<file path="src/rtl/dm_access_ctrl.sv">
// Data-memory access controller: sizes, aligns and (optionally) splits loads/stores
// into one or two aligned memory beats, then returns an extended load result.
module dm_access_ctrl #(
  parameter int unsigned DATA_W         = 32,
  parameter int unsigned ADDR_W         = 32,
  parameter bit          ALLOW_MISALIGN = 1'b1
) (
  input  logic                clk,
  input  logic                rst,
  input  logic                req_valid,
  output logic                req_ready,
  input  logic                req_we,
  input  logic [2:0]          req_size,
  input  logic [ADDR_W-1:0]   req_addr,
  input  logic [DATA_W-1:0]   req_wdata,
  output logic                resp_valid,
  output logic [DATA_W-1:0]   resp_rdata,
  output logic                resp_err,
  output logic                mem_en,
  output logic [ADDR_W-1:0]   mem_addr,
  output logic [DATA_W/8-1:0] mem_we,
  output logic [DATA_W-1:0]   mem_wdata,
  input  logic [DATA_W-1:0]   mem_rdata
);

  localparam int unsigned BYTES  = DATA_W / 8;
  localparam int unsigned OFF_W  = $clog2(BYTES);
  localparam int unsigned NB_W   = OFF_W + 1;
  localparam int unsigned NBX_W  = NB_W + 1;
  localparam int unsigned SH_W   = OFF_W + 3;
  localparam int unsigned STRB_W = 2 * BYTES;

  typedef enum logic [1:0] {IDLE, ACC0, ACC1, DONE} state_t;

  state_t state, state_nxt;

  logic              accept;
  logic [NB_W-1:0]   in_nbytes;
  logic [OFF_W-1:0]  in_off;
  logic              in_illegal, in_misalign, in_split, in_err;

  logic              r_we, r_split, r_err;
  logic [2:0]        r_size;
  logic [NB_W-1:0]   r_nbytes;
  logic [ADDR_W-1:0] r_addr;
  logic [DATA_W-1:0] r_wdata, r_beat0;

  logic [OFF_W-1:0]  r_off;
  logic [SH_W-1:0]   r_sh;
  logic [ADDR_W-1:0] base_addr, next_addr;
  logic [STRB_W-1:0] strb;
  logic [DATA_W-1:0] wdata_rot, ld, ld_ext;

  // Request decode: byte count and legality of the incoming access
  always_comb begin
    in_nbytes  = NB_W'(4);
    in_illegal = 1'b0;
    case (req_size)
      3'b000:         in_nbytes = NB_W'(4);
      3'b001, 3'b010: in_nbytes = NB_W'(2);
      3'b011, 3'b100: in_nbytes = NB_W'(1);
      3'b101: begin
        in_nbytes  = NB_W'(BYTES);
        in_illegal = (DATA_W != 64);
      end
      default:        in_illegal = 1'b1;
    endcase
  end

  assign in_off      = req_addr[OFF_W-1:0];
  assign in_misalign = |(NB_W'(in_off) & (in_nbytes - NB_W'(1)));
  assign in_err      = in_illegal | (in_misalign & !ALLOW_MISALIGN);
  assign in_split    = (NBX_W'(in_off) + NBX_W'(in_nbytes)) > NBX_W'(BYTES);
  assign accept      = req_valid & (state == IDLE);

  always_ff @(posedge clk or posedge rst) begin
    if (rst) state <= IDLE;
    else     state <= state_nxt;
  end

  // Captured request plus beat-0 read data for split loads
  always_ff @(posedge clk or posedge rst) begin
    if (rst) begin
      r_we     <= 1'b0;
      r_split  <= 1'b0;
      r_err    <= 1'b0;
      r_size   <= '0;
      r_nbytes <= '0;
      r_addr   <= '0;
      r_wdata  <= '0;
      r_beat0  <= '0;
    end else begin
      if (accept) begin
        r_we     <= req_we;
        r_size   <= req_size;
        r_nbytes <= in_nbytes;
        r_addr   <= req_addr;
        r_wdata  <= req_wdata;
        r_err    <= in_err;
        r_split  <= in_split & ~in_err;
      end
      if (state == ACC1) r_beat0 <= mem_rdata;
    end
  end

  assign r_off     = r_addr[OFF_W-1:0];
  assign r_sh      = {r_off, 3'b000};
  assign base_addr = {r_addr[ADDR_W-1:OFF_W], OFF_W'(0)};
  assign next_addr = base_addr + ADDR_W'(BYTES);
  assign strb      = ((STRB_W'(1) << r_nbytes) - STRB_W'(1)) << r_off;
  // Rotate left so operand byte k lands on lane (offset+k) mod BYTES
  assign wdata_rot = DATA_W'(({r_wdata, r_wdata} << r_sh) >> DATA_W);
  assign ld        = DATA_W'({mem_rdata, (r_split ? r_beat0 : mem_rdata)} >> r_sh);

  always_comb begin
    ld_ext = ld;
    case (r_size)
      3'b000:  ld_ext = DATA_W'(ld[31:0]);
      3'b001:  ld_ext = DATA_W'($signed(ld[15:0]));
      3'b010:  ld_ext = DATA_W'(ld[15:0]);
      3'b011:  ld_ext = DATA_W'($signed(ld[7:0]));
      3'b100:  ld_ext = DATA_W'(ld[7:0]);
      default: ld_ext = ld;
    endcase
  end

  // Next state and state-decoded outputs
  always_comb begin
    state_nxt  = state;
    req_ready  = 1'b0;
    resp_valid = 1'b0;
    resp_err   = 1'b0;
    resp_rdata = '0;
    mem_en     = 1'b0;
    mem_addr   = '0;
    mem_we     = '0;
    mem_wdata  = '0;
    case (state)
      IDLE: begin
        req_ready = 1'b1;
        if (req_valid) state_nxt = in_err ? DONE : ACC0;
      end
      ACC0: begin
        mem_en   = 1'b1;
        mem_addr = base_addr;
        if (r_we) begin
          mem_we    = strb[BYTES-1:0];
          mem_wdata = wdata_rot;
        end
        state_nxt = r_split ? ACC1 : DONE;
      end
      ACC1: begin
        mem_en   = 1'b1;
        mem_addr = next_addr;
        if (r_we) begin
          mem_we    = strb[STRB_W-1:BYTES];
          mem_wdata = wdata_rot;
        end
        state_nxt = DONE;
      end
      DONE: begin
        resp_valid = 1'b1;
        resp_err   = r_err;
        if (!r_we && !r_err) resp_rdata = ld_ext;
        state_nxt = IDLE;
      end
      default: state_nxt = IDLE;
    endcase
  end

endmodule

</file>
<file path="config.mk">
export PLATFORM = sky130hd
export DESIGN_NAME = dm_access_ctrl
export DESIGN_NICKNAME = d
export VERILOG_FILES = /design/src/rtl/dm_access_ctrl.sv
export SDC_FILE = /design/constraint.sdc
export NUM_CORES = 1
export LEC_CHECK = 0
export CORE_ASPECT_RATIO = 1.25
export CORE_MARGIN = 3
export CORE_UTILIZATION = 54
export CTS_CLUSTER_SIZE = 28
export DETAILED_ROUTE_END_ITERATION = 8
export GPL_TIMING_DRIVEN = 0
export PLACE_DENSITY = 0.87
export SETUP_SLACK_MARGIN = 0.1
export SLEW_MARGIN = 30
export SYNTH_ARGS = -nofsm -noshare
export SYNTH_HDL_FRONTEND = slang
export SYNTH_SLANG_ARGS = --single-unit
</file>
<file path="constraint.sdc">
create_clock -name clk -period 5.7 [get_ports clk]
set_input_delay 1.14 -clock clk [delete_from_list [all_inputs] [get_ports clk]]
set_output_delay 1.14 -clock clk [all_outputs]
set_load 0.05 [all_outputs]
</file>
==> flow_summary_export.csv <==
group,metric,value,unit
outcome,status,"finished, final reports clean",
critical_path,critPathMaxFanout,10,
timing,timing.final.crit_share,87.2,%
critical_path,cp_slowest_cell,"clkdlybuf4s50_1",
critical_path,reg2reg_from,"state[0]",
logic_synthesis,synth_mux_area_share,32.2,%
route,first_pass_iters,5,
floorplanning,row_count,49,
cts,clock_sinks,107,
logic_synthesis,synthSimpleGateAreaFrac,16.0,%
logic_synthesis,synth_edf_count,0,
timing,setup-violations-final,0,
placed_design,gp_congestion,0.951,
global_routing,grt_pass1_wl,40.6,mm
timing,period_minus_slack,4970,ps
timing,worst_pin_slew,1090,ps
logic_synthesis,synth_top_area_share,33.1,%
timing,rsz0062_at_grt,"no",
critical_path,cpPeakStageDelay,720,ps
critical_path,reg2reg_to,"r_nbytes[0]",
logic_synthesis,synthTopCellsByArea,"dfrtp_1 (33%), mux2_2 (16%), mux4_2 (11%)",
logic_synthesis,synth_common_cells,"mux2_2 (114), dfrtp_1 (107), nand2_1 (74)",
global_routing,grt_start_max_net_pins,72,
layout,area_growth,32.3,%
hold_path,worstHoldStart,"r_beat0[2]",
pwr,power.density,716,nW/um^2
critical_path,crit_top_cell,"clkdlybuf4s50_1",
route,wl_per_cell,21.9,um
floorplanning,io_pins,207,
route,drc,0,
cts,clock_latency,370,ps
timing,hold_viol_final,0,
layout,nets,1107,
logic_synthesis,synthCells,779,
critical_path,critical_path_class,"in2out",
cts,cts_tree,"done",
floorplanning,coreArea,14500,um^2
logic_synthesis,synth.avg_cell_area,10.4,um^2
critical_path,worst_setup_path_start_kind,"input port",
global_routing,use_met2,53.2,%
logic_synthesis,ys_types,66,
critical_path,ff2ff_setup_slack,3160,ps
hold_path,hold-path-endpoint,"r_beat0[2]",
pwr,p_switching,0.00395,W
logic_synthesis,synth_compound_area_share,11.5,%
critical_path,crit_family,"buffers and inverters",
cts,cts.clk_slew.worst_paths,80,ps
job,maxCapViolCount,0,
layout,antennaDiodeCount,0,
global_routing,use_met3,7.42,%
logic_synthesis,async_flop_share,100,%
hold_path,hold-path-cell-count,1,
global_routing,grt_use_met1,39.2,%
pwr,p_int,0.00372,W
pwr,power.share.clock,8.3,%
global_routing,antenna_found_initial,0,
logic_synthesis,synth_top_area_cell,"dfrtp_1",
cts,cts_buffers,9,
route,vias_per_cell,6.50,
logic_synthesis,yosysMostFrequentCell,"mux2_2",
critical_path,reg2reg_depth,6,
pwr,ir_worst_vdd,0.571,mV
cts,cts_resized,0,
layout,fill_cells,1036,
route,first_iter_violations,825,
hold_path,hold_class,"reg2reg",
logic_synthesis,synth-xor-area-share,0.866,%
floorplanning,die_y,143,um
logic_synthesis,synth_fa_ha_area_share,1.58,%
placed_design,dp_hpwl,19.2,mm
logic_synthesis,yosysSeqAreaShare,33.1,%
global_routing,grt_usage,31.6,%
cts,cts_root_buffer,"clkbuf_16",
placed_design,place_inst,1163,
route,wl,25.8,mm
logic_synthesis,synth_ff_type,"dfrtp_1",
pwr,p_leak,4.12,nW
pwr,netSwitchingFraction,51.5,%
logic_synthesis,ys_seq_elements,107,
critical_path,worstPathCellList,"clkdlybuf4s50_1 -> mux2i_1 -> o22ai_1 -> nor4_2 -> clkbuf_1 -> nor4_1 -> clkdlybuf4s50_1",
cts,cts_max_level,3,
timing,timing.fmax,201,MHz
logic_synthesis,yosys_warnings,0,
cts,clockBufferDepth,2,
pwr,comb_power_share,71.0,%
route,num_vias,7661,
floorplanning,die_x,115,um
layout,instances_no_fill,1179,
global_routing,grt_pass1_vias,7613,
cts,cts_hold_buf,0,
floorplanning,dieArea,16500,um^2
pwr,seq_power_share,20.7,%
global_routing,gr-max-usage-layer,"met2",
floorplanning,initial_core_util,55.7,%
timing,slew_viol_final,0,
critical_path,arrival,3830,ps
placed_design,numPortBuffers,204,
timing,tns,0,ps
critical_path,crit_required,4560,ps
global_routing,gr-total-overflow,0,
route,ant_nets,0,
logic_synthesis,synth_area,8090,um^2
timing,fin_worst_skew,10.1,ps
layout,drive_gt1_share,22.0,%
critical_path,critPathBufInv,3,
critical_path,end_kind,"output pin",
timing,relSlewSlack,26.7,%
cts,cts_setup_buffers,0,
logic_synthesis,synth_top_family_by_area,"multiplexers",
[layout by cell type (no fill, tap or decap), types with 12 or more instances in the layout]
master,n
o21ai_0,35
clkbuf_1,28
a22oi_1,12
mux2_2,114
clkdlybuf4s50_1,204
nand2_1,74
mux2i_1,40
a21oi_1,26
nor2b_1,38
nor4_1,15
nor3_1,13
mux4_2,41
nor2_1,28
buf_2,21
o211ai_1,12
dfrtp_1,107
nand3_1,28
[sequential cells by signal, indices dropped and copies added (netlist names)]
signal / cells
r_nbytes: 3
r_err: 1
r_we: 1
state: 2
r_split: 1
r_beat0: 32
r_wdata: 32
r_addr: 32
r_size: 3
[final cells by class]
| type | instances | area [um^2] | area share [%] |
|---|---|---|---|
| multi-input cells | 598 | 5040 | 47.1 |
| flip-flops and latches | 107 | 2680 | 25.0 |
| repair buffers | 205 | 2070 | 19.3 |
| plain buffers | 66 | 350 | 3.27 |
| clock buffers | 9 | 225 | 2.10 |
| well taps | 178 | 223 | 2.08 |
| clock inverters | 7 | 73.8 | 0.690 |
| inverters | 9 | 38.8 | 0.362 |
[how the worst max path moves through the flow]
| stage | cells past startpoint | slack, ps | from | endpoint |
|---|---|---|---|---|
| floorplan | 5 | 770 | state[0] | mem_we[1] |
| global placement | 2 | 120 | rst | r_beat0[10] |
| detailed placement | 7 | 780 | mem_rdata[31] | resp_rdata[27] |
| CTS | 7 | 780 | mem_rdata[31] | resp_rdata[27] |
| global route | 7 | 560 | mem_rdata[15] | resp_rdata[27] |
| finish | 7 | 730 | mem_rdata[31] | resp_rdata[27] |
[stage by stage]
| step | util, % | hold slack (ps) | area, um^2 | setup slack, ps | power, W |
|---|---|---|---|---|---|
| after floorplan | - | 464 | 8100 | 772 | 0.00538 |
| after global placement | 71.3 | 486 | 10400 | 119 | 0.00679 |
| after detailed placement | 71.6 | 496 | 10400 | 777 | 0.00692 |
| after CTS | 73.6 | 513 | 10700 | 777 | 0.00759 |
| after global routing | 73.7 | 535 | 10700 | 559 | 0.00804 |
| final | 73.7 | 509 | 10700 | 732 | 0.00766 |
[logic make-up after synthesis]
logic type	count (synthesis)
xor+xnor	8
compound gates	139
mux	195
buf+inv	75
fa+ha+maj	10
flops	107
other cells	1
simple gates	244
[routing by layer]
| layer | wire length (um) | up-vias |
|---|---|---|
| met5 | 0 | - |
| met4 | 1040 | 0 |
| met3 | 2290 | 86 |
| met2 | 12800 | 461 |
| met1 | 9730 | 3737 |
| li1 | - | 3377 |
[power groups by stage]
stage / Clock (W) / Sequential (W) / Combinational (W)
after global placement: 0 / 0.00153 / 0.00527
final: 0.000633 / 0.00159 / 0.00544
after CTS: 0.000640 / 0.00156 / 0.00539
after detailed placement: 0 / 0.00157 / 0.00535
after global routing: 0.000677 / 0.00163 / 0.00574
after floorplan: 0 / 0.00143 / 0.00394
No activity file was read; power rests on OpenSTA's default activity.
